## config.mk

```make
export PLATFORM = sky130hd
export DESIGN_NAME = priority_req_servicer
export DESIGN_NICKNAME = d
export VERILOG_FILES = /design/src/rtl/priority_req_servicer.sv
export SDC_FILE = /design/constraint.sdc
export NUM_CORES = 1
export LEC_CHECK = 0
export CORE_UTILIZATION = 42
export CTS_CLUSTER_SIZE = 10
export DETAILED_ROUTE_END_ITERATION = 6
export HOLD_SLACK_MARGIN = 0.08
export PLACE_DENSITY = 0.84
export SETUP_SLACK_MARGIN = 0.02
export SLEW_MARGIN = 40
export SYNTH_ARGS = -nofsm -noshare
export SYNTH_HDL_FRONTEND = slang
export SYNTH_SLANG_ARGS = --single-unit
```

## constraint.sdc

```tcl
create_clock -name clk -period 1.7 [get_ports clk]
set_input_delay 0.51 -clock clk [delete_from_list [all_inputs] [get_ports clk]]
set_output_delay 0.51 -clock clk [all_outputs]
set_load 0.02 [all_outputs]
```

## src/rtl/priority_req_servicer.sv

```systemverilog
// rtl/priority_req_servicer.sv - sticky request collector and grant sequencer around priority_circuit
module priority_req_servicer #(
    parameter int WIDTH       = 8,
    parameter int CODE_W      = 3,
    parameter int ACK_TIMEOUT = 15,
    parameter int CNT_W       = 8
) (
    input  logic              clk,
    input  logic              rst,
    input  logic [WIDTH-1:0]  req_in,
    output logic [WIDTH-1:0]  pend_out,
    input  logic [WIDTH-1:0]  h_in,
    input  logic              idle_in,
    output logic              valid_out,
    input  logic              ready_in,
    output logic [CODE_W-1:0] code_out,
    output logic              drop_pulse,
    output logic [CNT_W-1:0]  drop_cnt,
    output logic              busy_out
);

    localparam int TMO_W = $clog2(ACK_TIMEOUT + 1);

    typedef enum logic {
        IDLE  = 1'b0,
        VALID = 1'b1
    } state_t;

    state_t             state;
    logic [WIDTH-1:0]   grant_q;
    logic [TMO_W-1:0]   tmo_cnt;
    logic [CODE_W-1:0]  code;
    logic               h_any;
    logic               accept;
    logic               timeout;
    logic [WIDTH-1:0]   clr_mask;

    // Scan upward so the highest set bit wins even if h_in is multi-hot.
    always_comb begin
        code  = '0;
        h_any = 1'b0;
        for (int i = 0; i < WIDTH; i++) begin
            if (h_in[i]) begin
                code  = CODE_W'(i);
                h_any = 1'b1;
            end
        end
    end

    assign accept   = (state == VALID) && valid_out && ready_in;
    assign timeout  = (state == VALID) && !accept && (tmo_cnt == TMO_W'(ACK_TIMEOUT - 1));
    assign clr_mask = (accept || timeout) ? grant_q : '0;
    assign busy_out = (state != IDLE) || (pend_out != '0);

    always_ff @(posedge clk) begin
        if (rst) begin
            state      <= IDLE;
            pend_out   <= '0;
            grant_q    <= '0;
            tmo_cnt    <= '0;
            code_out   <= '0;
            valid_out  <= 1'b0;
            drop_pulse <= 1'b0;
            drop_cnt   <= '0;
        end else begin
            // A request arriving while its grant clears stays pending.
            pend_out   <= (pend_out & ~clr_mask) | req_in;
            drop_pulse <= 1'b0;
            case (state)
                IDLE: begin
                    if (!idle_in && h_any) begin
                        grant_q   <= h_in;
                        code_out  <= code;
                        valid_out <= 1'b1;
                        tmo_cnt   <= '0;
                        state     <= VALID;
                    end
                end
                VALID: begin
                    if (accept) begin
                        valid_out <= 1'b0;
                        grant_q   <= '0;
                        state     <= IDLE;
                    end else if (timeout) begin
                        valid_out  <= 1'b0;
                        grant_q    <= '0;
                        drop_pulse <= 1'b1;
                        if (drop_cnt != '1) begin
                            drop_cnt <= drop_cnt + 1'b1;
                        end
                        state <= IDLE;
                    end else begin
                        tmo_cnt <= tmo_cnt + 1'b1;
                    end
                end
                default: state <= IDLE;
            endcase
        end
    end

endmodule
```

=== Yosys cells after proc, flatten, opt, wreduce, memory -nomap -nowiden ===
Cells that the tools add are included.

* Word-level logic and storage cells: 69
* RAM bits: 0
* Bits in registers: 34
* Memory bits (read-only): 0
* Bits of input ports: 20
* Output and inout bits: 22
* Latch bits: 0
* Memories kept: 0

* Reduce and logical (&&, ||, !) cells: 15
* $lt $le $gt $ge: 0
* Shifts and indexed selects: 0
* Muxes and demuxes: 33
* Equality and inequality tests: 6
* Bitwise logic cells: 5
* Add/sub/neg operators: 2
* Multipliers: 0
* Div/mod/pow operators: 0

{| class="wikitable"
|+ Operators with widths
! kind !! number
|-
| 8-bit 2-to-1 mux || 4
|-
| 1-bit 2-to-1 mux || 16
|-
| 8-bit case mux with 2 select lines || 1
|-
| 3-bit 2-to-1 mux || 5
|-
| 4-bit 2-to-1 mux || 3
|-
| 8-bit by 1-bit adder with 8-bit output, second input constant || 1
|-
| 8-bit bitwise AND || 1
|-
| 8-bit != test, second input constant || 1
|-
| 8-bit NOT || 1
|-
| 8-bit OR || 1
|-
| 4-bit case mux with 2 select lines || 1
|-
| 8-bit nonzero test || 1
|-
| 2-bit != test, second input constant || 3
|-
| 1-bit logical AND || 5
|-
| 4-bit by 1-bit adder with 4-bit output, second input constant || 1
|-
| 4-bit == test, second input constant || 1
|-
| 1-bit case mux with 2 select lines || 2
|-
| 2-bit AND reduction || 2
|-
| 4-bit AND reduction || 1
|-
| 3-bit by 1-bit != test with 1-bit output, second input constant || 1
|-
| 3-bit AND reduction || 1
|-
| 3-bit OR reduction || 1
|-
| 1-bit zero test || 2
|-
| 1-bit logical OR || 2
|-
| other kinds (2) || 3
|}

=== Longest topological paths before layout ===
Gate-level depths: netlist of run 1.

* Word-level depth: 11
* Depth in mapped cells: 7
* Gate-level depth less buffers: 6

=== Worst setup path before layout of run 1 ===
Ideal clock, no wire load.

* Path kind: input to register
* Start: input port h_in[2]
* End: register grant_q[1]
* Path buffers: 1
* Path slack: 52 ps
* Required time: 1,629 ps
* Stages: 5
* Setup time: 71 ps
* Arrival: 1,577 ps
* Path through: or4_4 > o21ai_4 > buf_6 > nand3_1 > a21oi_1

* Cells in the longest elaborated chain, start to end: 9

{| class="wikitable"
|+ Ends and longest elaborated chain
! element !! RTL line !! source
|-
| start: declaration || 12 || <nowiki>input logic [WIDTH-1:0] h_in,</nowiki>
|-
| 1-bit 2-to-1 mux (6 in series) || 43 || <nowiki>if (h_in[i]) begin</nowiki>
|-
| 1-bit logical AND || 71 || <nowiki>if (!idle_in && h_any) begin</nowiki>
|-
| 2-bit != test (no line) || -- ||
|-
| 2-bit AND reduction (no line) || -- ||
|-
| end signal: assignment || 72 || <nowiki>grant_q <= h_in;</nowiki>
|-
| end: declaration || 30 || <nowiki>logic [WIDTH-1:0] grant_q;</nowiki>
|}

No other way between the ends.
A chain may end at the register's enable or synchronous reset.

=== Final worst setup path of run 1 ===
* Start: register pend_out[1]
* End: output port busy_out

* Cells in the longest elaborated chain, start to end: 2

{| class="wikitable"
|+ Ends and longest elaborated chain
! element !! RTL line !! source
|-
| start: declaration || 11 || <nowiki>output logic [WIDTH-1:0] pend_out,</nowiki>
|-
| start signal: assignment || 67 || <nowiki>pend_out <= (pend_out & ~clr_mask) | req_in;</nowiki>
|-
| 8-bit nonzero test || 53 || <nowiki>assign busy_out = (state != IDLE) || (pend_out != '0);</nowiki>
|-
| 1-bit logical OR || 53 ||
|-
| end: declaration || 19 || <nowiki>output logic busy_out</nowiki>
|}

No other way between the ends.

==> impl_metrics.ini, run 1 <==
[critical_path]
crit_family = simple AND/OR/NAND/NOR gates
critical-path-slowest-cell = dfxtp_2
required_ns = 1.19
startpoint_type = flop
worstSetupPathType = flop to output port
cp_max_fo = 2
crit_arrival_ns = 1.23
end_kind = output port
critical_path.cell_chain = nor4_4 > nand3_1 > buf_6
crit_buf_inv = 1
slowest_delay_ns = 0.35

[route]
antenna_left = 0
drc = 0
wl_per_cell_um = 13.1
drt_first_pass_iters = 4
num_vias = 1580
drtIter0Drc = 60
via_per_inst = 5.36
finalWirelength_um = 3880

[die]
core_area_um2 = 3360
die_h_um = 61.7
num_rows = 21
initial_core_util = 0.445
die_area_um2 = 3810
die_width_um = 61.7
io_pins = 42

[place]
globalplace.congestion = 0.843
port_buffers = 41
detailed_place_hpwl_um = 2640

[global_route]
grt_max_degree = 16
antenna_found_initial = 0
grtUsageTotal = 0.209
first_global_vias = 1370
overflow = 0
grt_pass1_wl_um = 5860

[sta]
fin_ws_ns = -0.0384
finalSetupViolations = 1
final_hold_viol_count = 0
relSlewSlack = 0.809
drv_slew = 0
rsz0062_at_grt = yes
fmax_mhz = 575
fin_crit_ns = 1.74
fin_crit_sh = 1.02
fin_skew_ns = 0.0101
fin_setup_tns_ns = -0.0384
worst_pin_slew_ns = 0.284

[outcome]
outcome = finished with violations
violations = setup timing

[logic_synthesis]
synth_area_leaders = dfxtp_1 (45%), a21oi_1 (8.0%), nand3_1 (8.0%), nor2_1 (5.5%), nand2_1 (4.0%)
synth_top_area_share = 0.454
synth_largest_area_cell = dfxtp_1
ys_seq_area_frac = 0.454
ys_warn_count = 0
avgSynthCellArea_um2 = 8.46
post-synth-top-count-cell = dfxtp_1
synthArstFlopShare = 0
yosysUniqueCellTypes = 36
ys_ff_latch = 34
syn_area_um2 = 1500
synth-main-ff-cell = dfxtp_1
synthCells = 177
synth-edff-count = 0
syn_nets = 200
synth_common_cells = dfxtp_1 (34), a21oi_1 (24), nand3_1 (24)

[power_and_ir_drop]
ir_worst_vdd_mv = 0.609
p_per_area_nw_per_um2 = 839
p_leak_nw = 0.992

[clock_tree]
cts_tree = done
cts_sinks = 34
cts-buffers-inserted = 5
h-tree-depth = 2
cts.clk_slew.worst_paths_ns = 0.11
clock_path_buffers = 2
cts_hold_buf = 0
cts-root-buf = clkbuf_4
clk_latency_ns = 0.34

[flow_run]
cap_violations = 0

[layout]
nNetsFinal = 271
n_antenna_cell = 0
area_growth_pct = 56.0
drive_gt1_frac = 0.265
post-route-util = 0.695

[worst_hold_path]
hold_path_class = flop to flop
## cell type report
cell class                 instances  area [um^2]
fill                             295         1030
multi-input combinational        132          852
sequential                        34          682
timing repair buffer              73          626
clock inverter                     2         60.1
tap                               46         57.6
clock buffer                       6         51.3
inverter                           2         7.51
## per-layer routing
layer / routed length (um) / global-route usage / vias up
met5: 0 / 0 / -
met4: 53 / 0.0698 / 0
met3: 164 / 0.0373 / 5
met2: 2060 / 0.382 / 49
met1: 1600 / 0.247 / 753
li1: - / - / 773
## per-stage QoR
stage / instances / worst slack, ns / power (mW) / area [um^2] / hold WS (ns)
global route: 295 / -0.0732 / 2.04 / 2340 / 0.497
CTS: 296 / -0.0426 / 1.95 / 2290 / 0.466
floorplan: 177 / 0.0520 / 1.01 / 1500 / 0.448
detailed placement: 285 / -0.472 / 1.18 / 2160 / 0.450
global placement: 285 / -0.388 / 1.18 / 2160 / 0.446
finish: 295 / -0.0384 / 1.96 / 2340 / 0.463
## worst min-delay path: cells and delay by family (launching register included)
family          cells  cell delay [ns]
flops               1             0.32
simple gates        1             0.05
compound gates      1             0.05
## registers in the layout (all words and copies together), names as in the netlist
signal,count
drop_cnt,8
code_out,3
state,1
drop_pulse,1
tmo_cnt,4
valid_out,1
pend_out,8
grant_q,8
## cell usage in the layout, fill, tap and decap left out, drive strengths merged, types with 8 or more instances in the layout
cell           count
a21oi             24
dfxtp             34
clkdlybuf4s50     11
nor2              22
clkbuf            11
nor3               8
buf               33
nand2             17
nand3             24
dlygate4sd2       20
## cells by family (layout without fill, tap and decap cells)
group / count (synthesis) / after routing / synth area share
AO/OA/AOI/OAI: 36 / 36 / 0.164
XOR/XNOR: 4 / 4 / 0.0234
adder cells (fa/ha/maj): 3 / 3 / 0.0251
buffers and inverters: 11 / 83 / 0.0334
flip-flops: 34 / 34 / 0.454
multiplexers: 3 / 3 / 0.0217
AND/OR/NAND/NOR: 86 / 86 / 0.278
## power by group
| group | internal [mW] | switching, mW |
|---|---|---|
| Sequential | 0.835 | 0.0284 |
| Clock | 0.498 | 0.282 |
| Combinational | 0.154 | 0.162 |
## path summary, 6_finish.rpt
kind | slack (ns) | cells past startpoint | start | to
max | -0.04 | 3 | pend_out[1] | busy_out
min | 0.46 | 2 | code_out[2] | code_out[2]
max reg2reg | 0.06 | 6 | tmo_cnt[0] | drop_cnt[7]
min reg2reg | 0.46 | 2 | code_out[2] | code_out[2]
## repair_timing
action | CTS | global route
endpoints found under the hold margin | 0 | 0
gates resized for setup | 39 | 31
pin swaps | 11 | 7
setup endpoints to repair | 39 | 21
gates cloned | 1 | 0
setup buffers | 2 | 0
No activity file was read; power rests on OpenSTA's default activity.
==> run 2, diff against run 1 <==
RECOVER_POWER = 100   (was unset)
==> run 2 against run 1 <==
- the flow still finishes with violations (setup timing)
- global-route usage unchanged
- final cell count unchanged
- sequential share of layout area up 0.51 points
- routed wire length down 0.44%
- setup slack about the same
- clock skew about the same
- utilization down 1.2 points
- via count down 0.19%
- register-to-register slack worse by 0.02 ns
- clock power about the same
- sequential cell count unchanged
==> impl_metrics.ini, run 2 (synthesized netlist as in run 1, its figures left out) <==
[outcome]
outcome = finished with violations
violations = setup timing

[route]
antenna_left = 0
finalWirelength_um = 3860
drc = 0
via_per_inst = 5.35
drtIter0Drc = 51
num_vias = 1577
drt_first_pass_iters = 4
wl_per_cell_um = 13.1

[layout]
nNetsFinal = 271
final_cells = 295
reg_top3 = drop_cnt (8), grant_q (8), pend_out (8)
area_growth_pct = 53.3
drive_gt1_frac = 0.233
finalInstanceArea_um2 = 2300
n_antenna_cell = 0
final_common_cell = dfxtp_1
multi_input_area_um2 = 827
final_cell_mix = dfxtp_1 (33), buf_4 (25), nor2_1 (22)
regArea_um2 = 682
fillers = 302
post-route-util = 0.683

[die]
die_area_um2 = 3810
initial_core_util = 0.445
core_area_um2 = 3360
die_h_um = 61.7
io_pins = 42
num_rows = 21
die_width_um = 61.7

[critical_path]
crit_arrival_ns = 1.23
critical_path.cell_chain = nor4_4 > nand3_1 > buf_6
required_ns = 1.19
startpoint_type = flop
reg2reg_from = tmo_cnt[0]
critical-path-slowest-cell = dfxtp_2
worstSetupPathType = flop to output port
crit_start = pend_out[1]
cp_max_fo = 2
slowest_delay_ns = 0.35
end_kind = output port

[power_and_ir_drop]
p_leak_nw = 0.978
p_per_area_nw_per_um2 = 851
ir_worst_vdd_mv = 0.607
total_power_mw = 1.95

[sta]
worst_pin_slew_ns = 0.281
finalSetupViolations = 4
final_hold_viol_count = 0
rsz0062_at_grt = yes
fin_ws_ns = -0.0381
fin_crit_ns = 1.74
fin_setup_tns_ns = -0.0730
relSlewSlack = 0.811
fin_hold_ws_ns = 0.462
fin_skew_ns = 0.00959
drv_slew = 0
fmax_mhz = 575
fin_crit_sh = 1.02

[global_route]
grt_pass1_wl_um = 5860
grt_max_degree = 16
first_global_vias = 1370
antenna_found_initial = 0
overflow = 0
grtUsageTotal = 0.209

[place]
port_buffers = 41
place_area_um2 = 2160
globalplace.congestion = 0.843
dp.cells = 285
detailed_place_hpwl_um = 2640
pre_cts_ws_ns = -0.472

[clock_tree]
clock_path_buffers = 2
clk_latency_ns = 0.33
cts.clk_slew.worst_paths_ns = 0.11
cts_tree = done
cts_hold_buf = 0
h-tree-depth = 2
cts-root-buf = clkbuf_4
cts_sinks = 34
cts-buffers-inserted = 5

[flow_run]
cap_violations = 0

[worst_hold_path]
hold_path_class = flop to flop
min_from = code_out[2]
run 2: cell types whose count changed in the layout (fill, tap and decap cells not counted), sizes merged:
cell and change:
clkbuf +5, buf -5
run 2: repair_timing:
item / in CTS / in global routing
setup buffers: 2 / 0
pin swaps: 11 / 7
cloned: 1 / 0
resized for setup: 39 / 31
endpoints found under the setup margin: 39 / 21
run 2: power by group:
part	total, mW	internal [mW]	switching, mW
Clock	0.779	0.498	0.281
Sequential	0.864	0.835	0.0286
Combinational	0.310	0.150	0.160
Total	1.95	1.48	0.469
run 2: path summary, 6_finish.rpt:
check,end,slack (ns),cells after the start
worst min register to register,code_out[2],0.46,2
worst max-delay path,busy_out,-0.04,3
worst min-delay path,code_out[2],0.46,2
worst max register to register,drop_cnt[7],0.04,6
run 2: critical path, delay by kind of cell, from the launching register on:
family                 cells  cell delay (ns)
flip-flops                 1             0.35
AND/OR/NAND/NOR            2             0.39
buffers and inverters      1             0.15
run 2: layout make-up:
| cell class | count | area share |
|---|---|---|
| flip-flops and latches | 34 | 0.297 |
| clock inverters | 2 | 0.0262 |
| multi-input cells | 132 | 0.360 |
| inverters | 2 | 0.00327 |
| clock buffers | 6 | 0.0223 |
| repair buffers | 73 | 0.266 |
| well taps | 46 | 0.0251 |
run 2: metal layers:
layer | part of all wire | vias up | GRT usage
met3 | 0.041 | 5 | 0.0373
met1 | 0.42 | 748 | 0.247
li1 | - | 776 | -
met4 | 0.014 | 0 | 0.0698
met2 | 0.53 | 48 | 0.382
met5 | 0 | - | 0
==> run 3, diff against run 2 <==
PLACE_DENSITY = unset   (was 0.84)
PLACE_DENSITY_LB_ADDON = 0.3   (was unset)
RECOVER_POWER = 25   (was 100)
==> run 3 against run 2 <==
- the flow still finishes with violations (setup timing)
- register-to-register slack barely moved
- critical path type unchanged
- critical endpoint unchanged
- via count fell by 0.38%
- sequential share of layout area rose by 0.26 points
==> impl_metrics.ini, run 3 (synthesized netlist as in run 1, its figures left out) <==
[place]
globalplace.congestion = 0.831
port_buffers = 41
detailed_place_hpwl_um = 2950
pre_cts_ws_ns = -0.533
place_area_um2 = 2150

[worst_hold_path]
hold-path-cell-count = 2
hold_path_class = flop to flop

[clock_tree]
h-tree-depth = 2
clk_latency_ns = 0.33
clock_path_buffers = 2
cts_sinks = 34
cts_tree = done
cts_hold_buf = 0
cts-buffers-inserted = 5
cts.clk_slew.worst_paths_ns = 0.10
cts-root-buf = clkbuf_4

[critical_path]
cp_max_fo = 2
worst-path-stages = 3
slowest_delay_ns = 0.35
startpoint_type = flop
critical_path.cell_chain = nor4_4 > nand3_1 > buf_6
critical-path-slowest-cell = dfxtp_2
crit_arrival_ns = 1.22
worstSetupPathType = flop to output port
r2r_cells = 7
required_ns = 1.19
crit_family = simple AND/OR/NAND/NOR gates
crit_buf_inv = 1
end_kind = output port

[route]
via_per_inst = 5.31
finalWirelength_um = 4060
drtIter0Drc = 71
wl_per_cell_um = 13.7
num_vias = 1571
drc = 0
drt_first_pass_iters = 4
antenna_left = 0

[sta]
worst_pin_slew_ns = 0.323
rsz0062_at_grt = yes
relSlewSlack = 0.785
drv_slew = 0
fin_crit_sh = 1.02
fin_ws_ns = -0.0259
fin_crit_ns = 1.73
fin_hold_ws_ns = 0.470
final_hold_viol_count = 0
fin_skew_ns = 0.00877
fmax_mhz = 579
finalSetupViolations = 2
fin_setup_tns_ns = -0.0356

[layout]
reg_top3 = drop_cnt (8), grant_q (8), pend_out (8)
finalInstanceArea_um2 = 2280
final_common_cell = dfxtp_1
drive_gt1_frac = 0.256
nNetsFinal = 273
final_cell_mix = dfxtp_1 (31), buf_4 (27), nand3_1 (23)
n_antenna_cell = 0
post-route-util = 0.679
area_growth_pct = 52.5

[die]
core_area_um2 = 3360
die_h_um = 61.7
initial_core_util = 0.445
io_pins = 42
num_rows = 21
die_width_um = 61.7
die_area_um2 = 3810

[global_route]
grtUsageTotal = 0.222
grt_pass1_wl_um = 6150
overflow = 0
grt_max_degree = 16
first_global_vias = 1441
antenna_found_initial = 0

[power_and_ir_drop]
p_per_area_nw_per_um2 = 698
ir_worst_vdd_mv = 0.549
p_leak_nw = 0.970

[outcome]
outcome = finished with violations
violations = setup timing

[flow_run]
cap_violations = 0
==> run 3: path summary, 6_finish.rpt <==
path,from,to,slack [ns]
setup / recovery,pend_out[4],busy_out,-0.03
hold / removal,grant_q[3],grant_q[3],0.47
setup reg to reg,tmo_cnt[0],pend_out[3],0.05
hold reg to reg,grant_q[3],grant_q[3],0.47
==> run 3: report_power, final <==
part | switching (mW) | leakage [nW] | internal (mW)
logic | 0.160 | 0.659 | 0.162
clock network | 0.259 | 0.0308 | 0.149
registers | 0.0283 | 0.280 | 0.836
==> run 3: per-stage QoR <==
| step | cells | power, mW |
|---|---|---|
| after global routing | 296 | 1.67 |
| final | 296 | 1.59 |
| after CTS | 294 | 1.59 |
| after global placement | 283 | 1.18 |
| after floorplan | 177 | 1.01 |
| after detailed placement | 283 | 1.18 |
==> run 3: cell type report <==
| class | count | area (um^2) |
|---|---|---|
| timing repair buffer | 75 | 662 |
| inverter | 2 | 7.51 |
| multi-input combinational | 132 | 826 |
| sequential | 34 | 684 |
| fill | 302 | 1080 |
| tap | 46 | 57.6 |
| clock inverter | 2 | 10.0 |
| clock buffer | 5 | 37.5 |
==> run 3: worst min-delay path, stage by stage (launching register included) <==
cell,delay [ns]
dfxtp_1,0.32
nand3_1,0.06
a21oi_1,0.05
==> run 3: what timing repair did <==
action | 4_1_cts | 5_1_grt
cloned | 1 | 0
hold endpoints to repair | 0 | 0
resized for setup | 39 | 33
buffers inserted | 3 | 2
pin swaps | 8 | 12
endpoints found under the setup margin | 39 | 24
==> run 3: per-layer routing <==
metal / up-vias / wire length [um] / GRT usage
met5: - / 0 / 0
met4: 0 / 45 / 0.108
met3: 5 / 187 / 0.0435
met2: 54 / 2120 / 0.390
met1: 734 / 1700 / 0.259
li1: 778 / - / -
==> edit: new RTL, settings of run 1 <==
Set the parameter `CNT_W` to 10 (it was 8).
--- a/src/rtl/priority_req_servicer.sv
+++ b/src/rtl/priority_req_servicer.sv
@@ -3,7 +3,7 @@
     parameter int WIDTH       = 8,
     parameter int CODE_W      = 3,
     parameter int ACK_TIMEOUT = 15,
-    parameter int CNT_W       = 8
+    parameter int CNT_W       = 10
 ) (
     input  logic              clk,
     input  logic              rst,
Ports: changed (resized drop_cnt); port bits go from 42 to 44. No check against the original RTL was run, so the function may have changed too.
==> edit against run 1 <==
  * Final area grew 9.2%
  * Cell count grew 6.8%
  * First-iteration DRC count grew 140%
  * Routed wire length grew 28%
  * Combinational power grew 5%
  * Count of clock-buffer cells in the layout shrank 1
  * Area after synthesis grew 8.5%
  * Sequential cell count grew 2
  * Power grew 2.6%
  * Worst setup slack gained 0.073 ns
  * Highest routed layer unchanged
==> edit: results (changes against run 1) <==
stage	metric	value	unit	change
final_layout	proportion of layout cells with a drive suffix above 1	30.3	%	was 26.5%
worst_setup_path	worst reg-to-reg path cell count	6		unchanged
placement	global placement routability congestion	0.820		was 0.843
worst_setup_path	Max stage delay on crit path	0.56	ns	was 0.35 ns
clock_network	clk root buf	clkbuf_8		was clkbuf_4
outcome	run status	complete, no violations		was finished with violations
power	largest voltage drop on the vdd net	0.569	mV	was 0.609 mV
placement	Port Buffer Count	43		was 41
worst_setup_path	arrival time of data at the critical path endpoint	1.90	ns	was 1.23 ns
synth	fraction of the mapped netlist area in compound gates	14.5	%	was 16.4%
route	routed length on met2	2.43	mm	was 2.06 mm
final_layout	number of fillers in the final layout	273		was 295
synth	Commonest cells post-synth	36 x dfxtp_1, 21 x nor2_1, 18 x a21oi_1, 17 x nand3_1, 17 x nor3_1		was 34 x dfxtp_1, 24 x a21oi_1, 24 x nand3_1, 22 x nor2_1, 16 x nand2_1
power	cell internal power dissipation	1.49	mW	about the same
clock_network	clock edge transition at the registers on the reported setup and hold paths	0.07	ns	was 0.11 ns
route	Routed met3 length	263	µm	was 164 µm
route	met1 wire length	2.10	mm	was 1.60 mm
global_route	total routing resource utilization after global routing	25.4	%	was 20.9%
global_route	largest net degree at the start of global routing	18		was 16
synth	mux cell area share after synthesis	1.31	%	was 2.17%
worst_setup_path	largest fanout on the critical path	7		was 2
worst_setup_path	cell with the largest stage delay on the worst path	or4_4		was dfxtp_2
sta	Post-Route Hold Slack	0.452	ns	was 0.463 ns
clock_network	clock latency of the later-clocked register in the worst-skew pair	0.30	ns	was 0.34 ns
global_route	wire length of the first global-routing pass	7.85	mm	was 5.86 mm
synth	number of distinct library cell variants in the gate-level netlist after synthesis	37		was 36
synth	top cells by area in the synthesized netlist	dfxtp_1 44%, a21oi_1 5.5%, nand3_1 5.2%, nor3_1 5.2%, nor2_1 4.8%		was dfxtp_1 45%, a21oi_1 8.0%, nand3_1 8.0%, nor2_1 5.5%, nand2_1 4.0%
placement	total half-perimeter wirelength after legalization and detailed placement	3.03	mm	was 2.64 mm
synth	synthesized net count	215		was 200
sta	Worst Tran Pin Value	0.276	ns	was 0.284 ns
synth	post-synthesis sequential area ratio	44.3	%	was 45.4%
placement	worst slack, placed	-0.449	ns	was -0.472 ns
route	initial drt markers	146		was 60
final_layout	leading registers by flop count	drop_cnt x10, grant_q x8, pend_out x8		was drop_cnt x8, grant_q x8, pend_out x8
power	Static Leakage	1.08	nW	was 0.992 nW
-- edit: per-layer routing --
| metal | vias to the layer above | track usage (%) |
|---|---|---|
| met3 | 14 | 7.14 |
| met5 | - | 0 |
| met2 | 66 | 42.0 |
| li1 | 846 | - |
| met1 | 823 | 29.6 |
| met4 | 0 | 13.6 |
-- edit: final cells by class --
type | count | area [µm²] | area share, %
multi-input combinational | 142 | 940 | 36.8
sequential | 36 | 727 | 28.5
timing repair buffer | 77 | 698 | 27.4
clock buffer | 5 | 68.8 | 2.70
tap | 48 | 60.1 | 2.35
clock inverter | 3 | 42.5 | 1.67
inverter | 4 | 15.0 | 0.589
-- edit: stage by stage --
stage / instances / area, µm²
2_1_floorplan: 192 / 1630
3_3_place_gp: 302 / 2320
3_5_place_dp: 302 / 2320
4_1_cts: 315 / 2480
5_1_grt: 315 / 2550
6_report: 315 / 2550
-- edit: how the worst max path moves through the flow --
stage                            startpoint                       end  slack [ns]  cells past startpoint
floorplan                           h_in[2]   grant_q[1]$_SDFFE_PP0P_        0.05                      5
detailed placement                 ready_in  drop_cnt[7]$_SDFFE_PP0P_       -0.45                      5
finish                              h_in[5]   grant_q[3]$_SDFFE_PP0P_        0.03                      6
global placement                   ready_in  drop_cnt[7]$_SDFFE_PP0P_       -0.42                      5
CTS                                 h_in[5]   tmo_cnt[0]$_SDFFE_PP0P_        0.02                      7
global route        tmo_cnt[0]$_SDFFE_PP0P_    pend_out[4]$_SDFF_PP0_       -0.06                      7
-- edit: power groups by stage --
stage | sequential [mW] | combinational (mW) | clock [mW]
finish | 0.913 | 0.332 | 0.765
floorplan | 0.951 | 0.102 | 0
global placement | 0.925 | 0.301 | 0
global route | 0.918 | 0.357 | 0.818
detailed placement | 0.925 | 0.308 | 0
CTS | 0.907 | 0.314 | 0.768
-- edit: critical path, delay by kind of cell --
family	cells	cell delay, ns
AND/OR/NAND/NOR	2	0.66
buffers and inverters	2	0.37
AO/OA/AOI/OAI	2	0.35
-- edit: what timing repair did --
action,CTS,global route
gates resized for setup,58,24
setup buffers,4,1
cloned,1,0
endpoints found under the setup margin,47,15
pin swaps,14,9
endpoints found under the hold margin,0,0
-- edit: cell families (layout without fill, tap and decap cells) --
family / count (synthesis) / in the layout
compound gates: 35 / 35
xor+xnor: 2 / 2
fa+ha+maj: 3 / 3
buf+inv: 14 / 89
flops: 36 / 36
mux: 2 / 2
simple gates: 100 / 100
